`src/rtl/mrv1_ifetch.sv`:
```
// mrv1_ifetch: instruction-fetch front end between the IMT scheduler and decode.
// Three FIFOs: request queue (RQ, scheduler issues), tag queue (TQ, requests in
// flight to imem) and response FIFO (RF, instructions waiting for decode).
// Per-thread flush kills older work in all three queues.
// Optional feature: define MRV1_IFETCH_BYPASS_EN to let an issue reach imem in
// the same cycle when RQ is empty and credit is available.
module mrv1_ifetch #(
    parameter int NUM_TW_P      = 8,
    parameter int RSP_Q_DEPTH_P = 4,
    localparam int tid_width_lp = (NUM_TW_P > 1) ? $clog2(NUM_TW_P) : 1
) (
    input  logic                    clk_i,
    input  logic                    rst_ni,
    input  logic                    sched_vld_i,
    input  logic [tid_width_lp-1:0] sched_tid_i,
    input  logic [31:0]             sched_pc_i,
    input  logic                    flush_vld_i,
    input  logic [tid_width_lp-1:0] flush_tid_i,
    output logic                    imem_req_vld_o,
    output logic [31:0]             imem_req_addr_o,
    input  logic                    imem_req_rdy_i,
    input  logic                    imem_rsp_vld_i,
    input  logic [31:0]             imem_rsp_data_i,
    output logic                    dec_vld_o,
    input  logic                    dec_rdy_i,
    output logic [tid_width_lp-1:0] dec_tid_o,
    output logic [31:0]             dec_pc_o,
    output logic [31:0]             dec_instr_o,
    output logic                    fetch_done_o,
    output logic [tid_width_lp-1:0] fetch_tid_o,
    output logic [31:0]             fetch_pc_o,
    output logic [1:0]              err_o
);
    localparam int RQ_PW = tid_width_lp;
    localparam int RQ_CW = $clog2(NUM_TW_P + 1);
    localparam int SQ_PW = (RSP_Q_DEPTH_P > 1) ? $clog2(RSP_Q_DEPTH_P) : 1;
    localparam int SQ_CW = $clog2(RSP_Q_DEPTH_P + 1);

    typedef struct packed {
        logic [tid_width_lp-1:0] tid;
        logic [31:0]             pc;
        logic                    v;
    } rq_ent_t;

    typedef struct packed {
        logic [tid_width_lp-1:0] tid;
        logic [31:0]             pc;
        logic                    kill;
    } tq_ent_t;

    typedef struct packed {
        logic [tid_width_lp-1:0] tid;
        logic [31:0]             pc;
        logic [31:0]             instr;
        logic                    v;
    } rf_ent_t;

    rq_ent_t            rq_mem [NUM_TW_P];
    tq_ent_t            tq_mem [RSP_Q_DEPTH_P];
    rf_ent_t            rf_mem [RSP_Q_DEPTH_P];
    logic [RQ_PW-1:0]   rq_rd, rq_wr;
    logic [RQ_CW-1:0]   rq_cnt;
    logic [SQ_PW-1:0]   tq_rd, tq_wr, rf_rd, rf_wr;
    logic [SQ_CW-1:0]   tq_cnt, rf_cnt;
    logic               req_hold;
    logic [1:0]         err_q;

    rq_ent_t            rq_head;
    tq_ent_t            tq_head, tq_wdata;
    rf_ent_t            rf_head;
    logic               rq_empty, rq_full, credit;
    logic               req_vld, req_fire, req_bypass, rq_skip;
    logic [31:0]        req_addr;
    logic               rq_push, rq_push_ok, rq_pop;
    logic               rsp_take, rsp_keep, rf_flush_head, rf_pop, dec_fire;

    // RQ is sized to NUM_TW_P, which need not be a power of two
    function automatic logic [RQ_PW-1:0] rq_nxt(input logic [RQ_PW-1:0] p);
        return (p == RQ_PW'(NUM_TW_P - 1)) ? '0 : p + 1'b1;
    endfunction

    assign rq_head  = rq_mem[rq_rd];
    assign tq_head  = tq_mem[tq_rd];
    assign rf_head  = rf_mem[rf_rd];
    assign rq_empty = (rq_cnt == '0);
    assign rq_full  = (rq_cnt == RQ_CW'(NUM_TW_P));
    // Every fired request reserves a slot in RF, so RF can never overflow
    assign credit   = (32'(tq_cnt) + 32'(rf_cnt)) < 32'(RSP_Q_DEPTH_P);

    // Request selection: held request first, then RQ head, then optional bypass
    always_comb begin
        req_vld    = 1'b0;
        req_addr   = '0;
        req_bypass = 1'b0;
        rq_skip    = 1'b0;
        if (req_hold) begin
            req_vld  = 1'b1;
            req_addr = rq_head.pc;
        end else if (!rq_empty) begin
            if (!rq_head.v) begin
                rq_skip = 1'b1;
            end else if (credit) begin
                req_vld  = 1'b1;
                req_addr = rq_head.pc;
            end
        end
`ifdef MRV1_IFETCH_BYPASS_EN
        else if (sched_vld_i && credit) begin
            req_vld    = 1'b1;
            req_addr   = sched_pc_i;
            req_bypass = 1'b1;
        end
`endif
    end

    assign req_fire   = req_vld & imem_req_rdy_i;
    assign rq_pop     = (req_fire & ~req_bypass) | rq_skip;
    assign rq_push    = sched_vld_i & ~(req_fire & req_bypass);
    assign rq_push_ok = rq_push & (~rq_full | rq_pop);

    // A bypassed issue is never flushed by a same-cycle flush; a queued one may be
    always_comb begin
        tq_wdata = '0;
        if (req_bypass) begin
            tq_wdata.tid  = sched_tid_i;
            tq_wdata.pc   = sched_pc_i;
            tq_wdata.kill = 1'b0;
        end else begin
            tq_wdata.tid  = rq_head.tid;
            tq_wdata.pc   = rq_head.pc;
            tq_wdata.kill = ~rq_head.v | (flush_vld_i & (flush_tid_i == rq_head.tid));
        end
    end

    assign rsp_take      = imem_rsp_vld_i & (tq_cnt != '0);
    assign rsp_keep      = rsp_take & ~tq_head.kill & ~(flush_vld_i & (flush_tid_i == tq_head.tid));
    assign rf_flush_head = flush_vld_i & (flush_tid_i == rf_head.tid);
    assign dec_vld_o     = (rf_cnt != '0) & rf_head.v & ~rf_flush_head;
    assign dec_fire      = dec_vld_o & dec_rdy_i;
    assign rf_pop        = (rf_cnt != '0) & (dec_fire | ~rf_head.v | rf_flush_head);

    assign imem_req_vld_o  = req_vld;
    assign imem_req_addr_o = req_vld ? req_addr : '0;
    assign dec_tid_o       = dec_vld_o ? rf_head.tid : '0;
    assign dec_pc_o        = dec_vld_o ? rf_head.pc : '0;
    assign dec_instr_o     = dec_vld_o ? rf_head.instr : '0;
    assign fetch_done_o    = dec_fire;
    assign fetch_tid_o     = dec_fire ? rf_head.tid : '0;
    assign fetch_pc_o      = dec_fire ? rf_head.pc + 32'd4 : '0;
    assign err_o           = err_q;

    // Queue storage: flush marks older entries first, then the same-cycle push lands unflushed
    always_ff @(posedge clk_i) begin
        if (flush_vld_i) begin
            for (int i = 0; i < NUM_TW_P; i++)
                if (rq_mem[i].tid == flush_tid_i) rq_mem[i].v <= 1'b0;
            for (int i = 0; i < RSP_Q_DEPTH_P; i++) begin
                if (tq_mem[i].tid == flush_tid_i) tq_mem[i].kill <= 1'b1;
                if (rf_mem[i].tid == flush_tid_i) rf_mem[i].v <= 1'b0;
            end
        end
        if (rq_push_ok) rq_mem[rq_wr] <= '{tid: sched_tid_i, pc: sched_pc_i, v: 1'b1};
        if (req_fire)   tq_mem[tq_wr] <= tq_wdata;
        if (rsp_keep)   rf_mem[rf_wr] <= '{tid: tq_head.tid, pc: tq_head.pc, instr: imem_rsp_data_i, v: 1'b1};
    end

    // Pointers, occupancy counts, bus-hold flag and sticky errors
    always_ff @(posedge clk_i) begin
        if (!rst_ni) begin
            rq_rd <= '0; rq_wr <= '0; rq_cnt <= '0;
            tq_rd <= '0; tq_wr <= '0; tq_cnt <= '0;
            rf_rd <= '0; rf_wr <= '0; rf_cnt <= '0;
            req_hold <= 1'b0;
            err_q    <= '0;
        end else begin
            if (rq_pop)     rq_rd <= rq_nxt(rq_rd);
            if (rq_push_ok) rq_wr <= rq_nxt(rq_wr);
            rq_cnt <= rq_cnt + RQ_CW'(rq_push_ok) - RQ_CW'(rq_pop);
            if (rsp_take)   tq_rd <= tq_rd + 1'b1;
            if (req_fire)   tq_wr <= tq_wr + 1'b1;
            tq_cnt <= tq_cnt + SQ_CW'(req_fire) - SQ_CW'(rsp_take);
            if (rf_pop)     rf_rd <= rf_rd + 1'b1;
            if (rsp_keep)   rf_wr <= rf_wr + 1'b1;
            rf_cnt <= rf_cnt + SQ_CW'(rsp_keep) - SQ_CW'(rf_pop);
            req_hold <= req_vld & ~imem_req_rdy_i;
            if (rq_push & ~rq_push_ok)           err_q[0] <= 1'b1;
            if (imem_rsp_vld_i && tq_cnt == '0)  err_q[1] <= 1'b1;
        end
    end
endmodule

```
`config.mk`:
```
export PLATFORM = sky130hd
export DESIGN_NAME = mrv1_ifetch
export DESIGN_NICKNAME = d
export VERILOG_FILES = /design/src/rtl/mrv1_ifetch.sv
export SDC_FILE = /design/constraint.sdc
export NUM_CORES = 1
export LEC_CHECK = 0
export CORE_MARGIN = 2
export CORE_UTILIZATION = 63
export CTS_BUF_LIST = sky130_fd_sc_hd__clkbuf_8 sky130_fd_sc_hd__clkbuf_16
export DETAILED_ROUTE_END_ITERATION = 10
export GPL_ROUTABILITY_DRIVEN = 0
export PLACE_DENSITY = 0.95
export SLEW_MARGIN = 10
export SYNTH_ARGS = -nofsm -noshare
export SYNTH_HDL_FRONTEND = slang
export SYNTH_SLANG_ARGS = --single-unit
```
`constraint.sdc`:
```
create_clock -name clk_i -period 12.85 [get_ports clk_i]
set_input_delay 2.57 -clock clk_i [delete_from_list [all_inputs] [get_ports clk_i]]
set_output_delay 2.57 -clock clk_i [all_outputs]
set_load 0.02 [all_outputs]
```
=== Yosys cells after proc, flatten, opt, wreduce, memory -nomap -nowiden ===
Memories as Yosys holds them, arrays and structs flattened. A register that Yosys moved wholly into a read port is not among the register bits.
Cells that the tools add are included.
W data, S select, Z words.

* Bits in registers: 27
* Bits in latches: 0
* RAM bits: 704
* ROM bits: 0
* Input port bits: 77
* Word-level logic and storage cells: 163
* Memories kept: 3

{| class="wikitable"
|+ Memories
! memory !! words !! bits a word !! read ports !! clocked after memory_dff !! wr ports !! RTL line !! text
|-
| rq_mem || 8 || 36 || 9 || 1 || 9 || 58 || <nowiki>rq_ent_t rq_mem [NUM_TW_P];</nowiki>
|-
| rf_mem || 4 || 68 || 5 || 1 || 5 || 60 || <nowiki>rf_ent_t rf_mem [RSP_Q_DEPTH_P];</nowiki>
|-
| tq_mem || 4 || 36 || 5 || 1 || 5 || 59 || <nowiki>tq_ent_t tq_mem [RSP_Q_DEPTH_P];</nowiki>
|}

* $add $sub $neg: 14
* $mul: 0
* Div/mod/pow operators: 0
* Order comparisons: 1
* Equal/unequal tests: 22
* Shift operators: 0
* Muxes and demuxes: 79
* Bitwise operators: 27
* Reductions and logical operators: 5

{| class="wikitable"
|+ Operators by type and width
! operator !! number
|-
| $mux W32 || 8
|-
| $mux W1 || 61
|-
| $eq A3 B3 Y1 || 19
|-
| $add A32 B3 Y32 const B || 1
|-
| $mux W3 || 6
|-
| $and A1 B1 Y1 || 14
|-
| $add A2 B1 Y2 const B || 4
|-
| $mux W2 || 4
|-
| $not A1 Y1 || 8
|-
| $add A3 B1 Y3 || 2
|-
| $add A3 B1 Y3 const B || 2
|-
| $eq A3 B3 Y1 const B || 2
|-
| $reduce_bool A3 Y1 || 2
|-
| $sub A3 B1 Y3 || 2
|-
| $or A1 B1 Y1 || 5
|-
| $add A3 B3 Y4 || 1
|-
| $add A4 B1 Y4 || 1
|-
| $eq A4 B4 Y1 const B || 1
|-
| $logic_not A4 Y1 || 1
|-
| $lt A4 B3 Y1 const B || 1
|-
| $sub A4 B1 Y4 || 1
|-
| $logic_not A3 Y1 || 1
|-
| $logic_and A1 B1 Y1 || 1
|}

=== Logic depth before layout (Yosys ltp) ===
Gate-level depths: netlist (run 1).

* Depth after elaboration: 12
* Depth in mapped cells: 14
* Depth with buffers taken out: 13

=== Worst setup path before layout (run 1) ===
Ideal clock, no wire load.

* Kind: input to register
* Start: in imem_req_rdy_i
* End: mem rq_mem[0][10] (netlist name) (enable)
* Arrival time: 6.808 ns
* Required time: 12.335 ns
* Slack: 5.527 ns
* Cell stages on the path: 6
* Path buffers: 2
* Path through: clkbuf_1 > inv_1 > o32ai_2 > o21ai_2 > buf_2 > nor4_1

{| class="wikitable"
|+ RTL lines
! element !! RTL line !! text
|-
| start: declaration || 21 || <nowiki>input logic imem_req_rdy_i,</nowiki>
|-
| end: declaration || 58 ||
|}

=== Final worst setup path (run 1) ===
* Start: in flush_tid_i[0]
* End: out dec_instr_o[30]

* Longest elaborated chain between the ends: 5

{| class="wikitable"
|+ Ends and longest elaborated chain
! element !! RTL line !! text
|-
| start: declaration || 18 || <nowiki>input logic [tid_width_lp-1:0] flush_tid_i,</nowiki>
|-
| $eq A3 B3 Y1 || 137 || <nowiki>assign rf_flush_head = flush_vld_i & (flush_tid_i == rf_head.tid);</nowiki>
|-
| $and A1 B1 Y1 || 137 ||
|-
| $not A1 Y1 || 138 || <nowiki>assign dec_vld_o = (rf_cnt != '0) & rf_head.v & ~rf_flush_head;</nowiki>
|-
| $and A1 B1 Y1 || 138 ||
|-
| $mux W32 || 146 || <nowiki>assign dec_instr_o = dec_vld_o ? rf_head.instr : '0;</nowiki>
|-
| end: declaration || 28 || <nowiki>output logic [31:0] dec_instr_o,</nowiki>
|}

Every way passes these cells.

==> flow_summary.yaml, run 1 <==
die:
  dieArea_sq_um: 49300
  start_util_pct: 64.0
  io_pins: 216
  core_sq_um: 46800
  core.rowCount: 79
  dieWidth_um: 222
  dieHeight_um: 222
clock_network:
  htreeDepth: 3
  post_cts_buffers: 0
  ctsHoldBuffers: 0
  cts-root-buf: "clkbuf_16"
  clk_pin_slew_ns: 0.06
  clk_latency_ns: 0.61
  cts_tree: "built"
  cts.sinks: 738
  cts_buffers: 69
  cts_buffer_depth: 3
  cts-resized-gates: 0
critical_path:
  arrival_ns: 5.96
  required_ns: 10.28
  cp_max_fo: 63
  worst_path_max_delay_cell: "clkdlybuf4s50_1"
  cp_common_cell: "clkdlybuf4s50_1"
  worstPathCellList: "clkdlybuf4s50_1 > xnor2_1 > nand4_1 > nand3_2 > inv_1 > buf_4 > and2_1 > clkdlybuf4s50_1"
  crit_path_end_kind: "primary output"
  crit_path_start_kind: "primary input"
  crit_buf_inv: 4
  path_class: "in -> out"
  cpPeakStageDelay_ns: 1.26
  crit_family: "buffers and inverters"
worst_hold_path:
  hp-class: "reg -> reg"
sta:
  skew_ns: 0.0336
  finalCritPeriodShare_pct: 66.3
  slew_headroom_pct: 16.4
  finalSetupTns_ns: 0
  rsz0062_at_grt: "no"
  worst_pin_slew_ns: 1.25
  fmax_mhz: 117
  setup_viol: 0
  fin_crit_ns: 8.53
  slew_viol_final: 0
  hold_viol: 0
global_route:
  track_usage_pct: 28.9
  busiest_layer: "met2"
  grtUsageMet2_pct: 49.4
  grt_start_max_net_pins: 73
  overflow: 0
  antenna_found_initial: 4
  grtUsageMet1_pct: 36.8
  grt_pass1_wl_um: 105000
  grt_pass1_vias: 16416
  grtUsageMet3_pct: 5.19
place:
  port_buffers: 215
  dp.cells: 2299
  hpwl_um: 39900
logic_synthesis:
  synthesis.nets: 1633
  synth_ff_type: "edfxtp_1"
  avgSynthCellArea_sq_um: 19.6
  synth_cell_type_count: 55
  synth_seq_cells: 738
  synth-seq-area-share_pct: 72.4
  synth-edff-count: 688
  synthCells: 1529
  async_flop_share_pct: 0
  yosysWarnings: 0
  syn_area_sq_um: 29900
pwr:
  power_mw: 7.86
  leakagePower_nw: 11.1
  power_density_nw_per_um2: 225
  vdd_drop_max_uv: 157
layout:
  fin_nets: 1867
  final_cells: 2425
  area_growth_pct: 16.6
  drive_gt1_share_pct: 19.3
route:
  drc: 0
  num_vias: 15965
  drtAntennaViolNets: 0
  first_pass_iters: 6
  avgViaCountPerCell: 6.58
  wire_per_inst_um: 28.8
  drt_iter0_markers: 1866
  wl_um: 69700
status:
  status: "finished clean"
run:
  max_cap_viol_count: 0
-- per-stage QoR --
stage | hold WS, ns | worst slack [ns] | instance area [sq um] | utilization (%)
4_1_cts | 0.457 | 4.34 | 34900 | 74.6
3_5_place_dp | 0.437 | 4.46 | 32700 | 70.0
3_3_place_gp | 0.429 | 4.56 | 32700 | 70.0
2_1_floorplan | 0.414 | 5.53 | 29900 | -
6_report | 0.457 | 4.32 | 34900 | 74.6
5_1_grt | 0.472 | 4.14 | 34900 | 74.6
-- cell usage in the layout, fill, tap and decap left out, types with 4 or more instances in the layout --
master           instances
a21o_1                   6
a21oi_1                 25
a41oi_1                  7
and2_1                  97
and2_2                   5
and3_1                   9
buf_4                   29
bufinv_16                4
clkbuf_16               70
clkbuf_8                 4
clkdlybuf4s50_1        215
clkinv_1                12
clkinv_2                11
clkinvlp_4               5
dfxtp_1                 45
edfxtp_1               688
ha_1                    24
inv_1                   44
inv_6                    4
mux2_2                  39
mux2i_1                 11
mux4_1                  23
mux4_2                 153
nand2_1                 32
nand2b_1                 4
nand3_1                 12
nand4_1                 19
nor2_1                  40
nor3_1                   5
nor3_2                   4
nor4_1                   6
o21ai_0                  6
o31ai_1                 19
or3_1                    6
or4_1                   12
xnor2_1                 75
xor2_1                   4
-- cells in the mapped netlist, types with 4 or more instances --
library cell	instances	area (sq um)
buf_4	6	45.0
clkbuf_1	44	165
mux2i_1	11	110
dfxtp_1	50	1000
or4_1	12	90.1
mux2_2	39	439
a21o_1	6	45.0
xnor2_1	75	657
mux4_2	153	3450
nand3_1	12	60.1
buf_1	11	41.3
edfxtp_1	688	20700
o21ai_0	6	30.0
a41oi_1	7	61.3
xor2_1	4	35.0
inv_1	30	113
nand4_1	19	119
nand2_1	32	120
nor3_1	10	50.1
and2_1	101	632
mux4_1	23	604
or3_1	6	37.5
a21oi_1	25	125
and3_1	9	56.3
ha_1	24	300
nor4_1	8	50.1
nand2b_1	4	25.0
nor2_1	41	154
buf_2	14	70.1
o31ai_1	19	143
-- per-layer routing --
metal / part of all wire, % / vias up
met5: 0.027 / -
li1: - / 6618
met2: 51 / 1011
met3: 8.0 / 201
met1: 36 / 8133
met4: 4.5 / 2
-- power breakdown --
| group | internal (mW) | total [mW] | switching (mW) |
|---|---|---|---|
| clock network | 1.10 | 1.96 | 0.861 |
| logic | 1.17 | 2.69 | 1.52 |
| registers | 3.05 | 3.21 | 0.159 |
-- sequential cells by signal, indices dropped and copies added (netlist names), named ones only --
register / count
tq_rd: 2
tq_mem: 144
err_o: 2
rf_cnt: 3
rq_rd: 3
rf_wr: 2
tq_wr: 2
rq_mem: 288
rq_cnt: 4
rf_rd: 2
req_hold: 1
tq_cnt: 3
rq_wr: 3
rf_mem: 272
-- cell families after synthesis --
logic type	Yosys count	share of synthesized area [%]
compound gates	76	1.76
xor+xnor	79	2.31
fa+ha+maj	27	1.20
buf+inv	111	1.73
flops	738	72.4
mux	226	15.4
simple gates	272	5.27
-- path summary, 6_finish.rpt --
| path | slack, ns | depth (start not counted) | to | start |
|---|---|---|---|---|
| worst min register to register | 0.46 | 1 | rf_mem[1][0] | rf_mem[1][0] |
| worst max-delay path | 4.32 | 8 | dec_instr_o[30] | flush_tid_i[0] |
| worst min-delay path | 0.46 | 1 | rf_mem[1][0] | rf_mem[1][0] |
| worst max register to register | 7.86 | 7 | rq_mem[2][24] | flip-flop |
-- cell type report --
| class | instances | area [sq um] |
|---|---|---|
| fill | 2375 | 11900 |
| timing repair buffer | 244 | 2370 |
| antenna | 1 | 2.50 |
| inverter | 30 | 113 |
| clock buffer | 74 | 1810 |
| clock inverter | 51 | 362 |
| tap | 607 | 759 |
| multi-input combinational | 680 | 7810 |
| sequential | 738 | 21700 |
No activity file was read; power rests on OpenSTA's default activity.
==> inputs of run 2 (changes only) <==
Settings changed: CORE_UTILIZATION 63 to 59, PLACE_DENSITY 0.95 to 0.92.
Clock period 12.85 ns to 8.13 ns, I/O delays scaled along.
==> run 2 against run 1 <==
Largest cell class unchanged. Die area is 6.7% higher. Clock skew is 0.011 ns lower. Worst hold slack better by 0.0060 ns. Sequential share of layout area is 0.36 points lower. Setup slack worse by 3.2 ns.
==> flow_summary.yaml, run 2 (synthesis gave the netlist of run 1 again) <==
sta:
  post-route-worst-setup-slack_ns: 1.15
  finalCritPeriodShare_pct: 85.9
  worst_pin_slew_ns: 1.21
  slew_headroom_pct: 19.4
  hold_ws_ns: 0.463
  slew_viol_final: 0
  fmax_mhz: 143
  finalSetupTns_ns: 0
  skew_ns: 0.0227
  rsz0062_at_grt: "no"
  setup_viol: 0
  hold_viol: 0
  fin_crit_ns: 6.98
route:
  drc: 0
  drtAntennaViolNets: 0
  first_pass_iters: 6
  num_vias: 15575
  drt_iter0_markers: 1472
  wire_per_inst_um: 26.6
  wl_um: 66200
  avgViaCountPerCell: 6.24
die:
  dieHeight_um: 229
  dieArea_sq_um: 52600
  core_sq_um: 50200
  start_util_pct: 59.7
  io_pins: 216
  dieWidth_um: 229
  core.rowCount: 82
critical_path:
  required_ns: 6.50
  path_class: "in -> out"
  worst_path_max_delay_cell: "clkdlybuf4s50_1"
  arrival_ns: 5.36
  cp-startpoint: "flush_vld_i"
  crit_path_end_kind: "primary output"
  cp_max_fo: 52
  cpPeakStageDelay_ns: 0.96
  worstPathCellList: "clkdlybuf4s50_1 > nand4_1 > nand3_2 > clkinv_1 > buf_4 > and2_1 > clkdlybuf4s50_1"
  cp_common_cell: "clkdlybuf4s50_1"
  crit_path_start_kind: "primary input"
layout:
  seq_area_sq_um: 21700
  largest_register: "rq_mem"
  final_cells: 2494
  fin_nets: 1868
  num-fill-cells: 2798
  largest_register_ff_count: 288
  final_common_cell: "edfxtp_1"
  final_cell_mix: "edfxtp_1, clkdlybuf4s50_1, mux4_2"
  multi_input_area_sq_um: 7800
  reg.largest.list: "rq_mem x288, rf_mem x272, tq_mem x144"
  final_core_util_pct: 70.0
  design_area_sq_um: 35100
  area_growth_pct: 17.3
  drive_gt1_share_pct: 19.3
pwr:
  power_mw: 12.5
  vdd_drop_max_uv: 249
  p_switching_mw: 3.93
  power_density_nw_per_um2: 355
  p_int_mw: 8.54
  clkPwrFrac_pct: 26.0
  power_frac_comb_pct: 33.2
  seqPwrFrac_pct: 40.8
  leakagePower_nw: 11.2
  switching_share_pct: 31.5
global_route:
  grt_pass1_wl_um: 99800
  antenna_found_initial: 1
  grt_start_max_net_pins: 58
  track_usage_pct: 25.4
  grt_pass1_vias: 16263
  overflow: 0
worst_hold_path:
  min-delay-start: "rf_mem[2][0]"
  hp-class: "reg -> reg"
clock_network:
  cts-root-buf: "clkbuf_16"
  post_cts_buffers: 0
  clk_latency_ns: 0.61
  htreeDepth: 3
  cts_buffers: 71
  cts.sinks: 738
  ctsHoldBuffers: 0
  cts_buffer_depth: 3
  cts-resized-gates: 0
  cts_tree: "built"
  clk_pin_slew_ns: 0.06
place:
  place_area_sq_um: 32800
  dp.cells: 2363
  port_buffers: 215
  dpl_worst_slack_ns: 1.46
  hpwl_um: 38500
status:
  status: "finished clean"
run:
  max_cap_viol_count: 0
-- run 2: cell types whose count changed in the layout (fill, tap and decap cells not counted), sizes merged --
cell,previous run,this run
clkbuf,74,76
bufinv,4,7
buf,29,28
diode,1,3
inv,48,49
clkinvlp,5,2
-- run 2: worst paths after layout --
| check | slack (ns) | to | depth (start not counted) |
|---|---|---|---|
| setup / recovery | 1.15 | dec_instr_o[25] | 7 |
| hold / removal | 0.46 | rf_mem[2][0] | 1 |
| setup reg to reg | 3.86 | rf_mem[2][1] | 6 |
| hold reg to reg | 0.46 | rf_mem[2][0] | 1 |
-- run 2: power groups by stage --
stage / Sequential (mW) / Combinational, mW / Clock, mW
6_report: 5.09 / 4.14 / 3.24
5_1_grt: 5.13 / 4.37 / 3.43
4_1_cts: 5.09 / 4.14 / 3.29
3_5_place_dp: 5.15 / 4.07 / 0
3_3_place_gp: 5.10 / 3.95 / 0
2_1_floorplan: 4.98 / 2.70 / 0
-- run 2: layer usage --
layer  part of all wire (%)  vias up  global-route usage, %
li1                       -     6613                      -
met1                     38     8064                   32.7
met2                     51      757                   43.3
met5                      0        -                      0
met4                    3.1        0                   9.62
met3                    7.5      141                   5.08
-- run 2: critical path: cells and delay by family --
kind	cells	cell delay [ns]
AND/OR/NAND/NOR	3	0.81
buffers and inverters	4	2.92
-- run 2: layout make-up --
| class | count | area share (%) |
|---|---|---|
| Clock buffer | 76 | 5.32 |
| Tap cell | 672 | 2.40 |
| Timing Repair Buffer | 243 | 6.73 |
| Sequential cell | 738 | 61.7 |
| Inverter | 30 | 0.321 |
| Multi-Input combinational cell | 680 | 22.2 |
| Antenna cell | 3 | 0.0214 |
| Clock inverter | 52 | 1.23 |
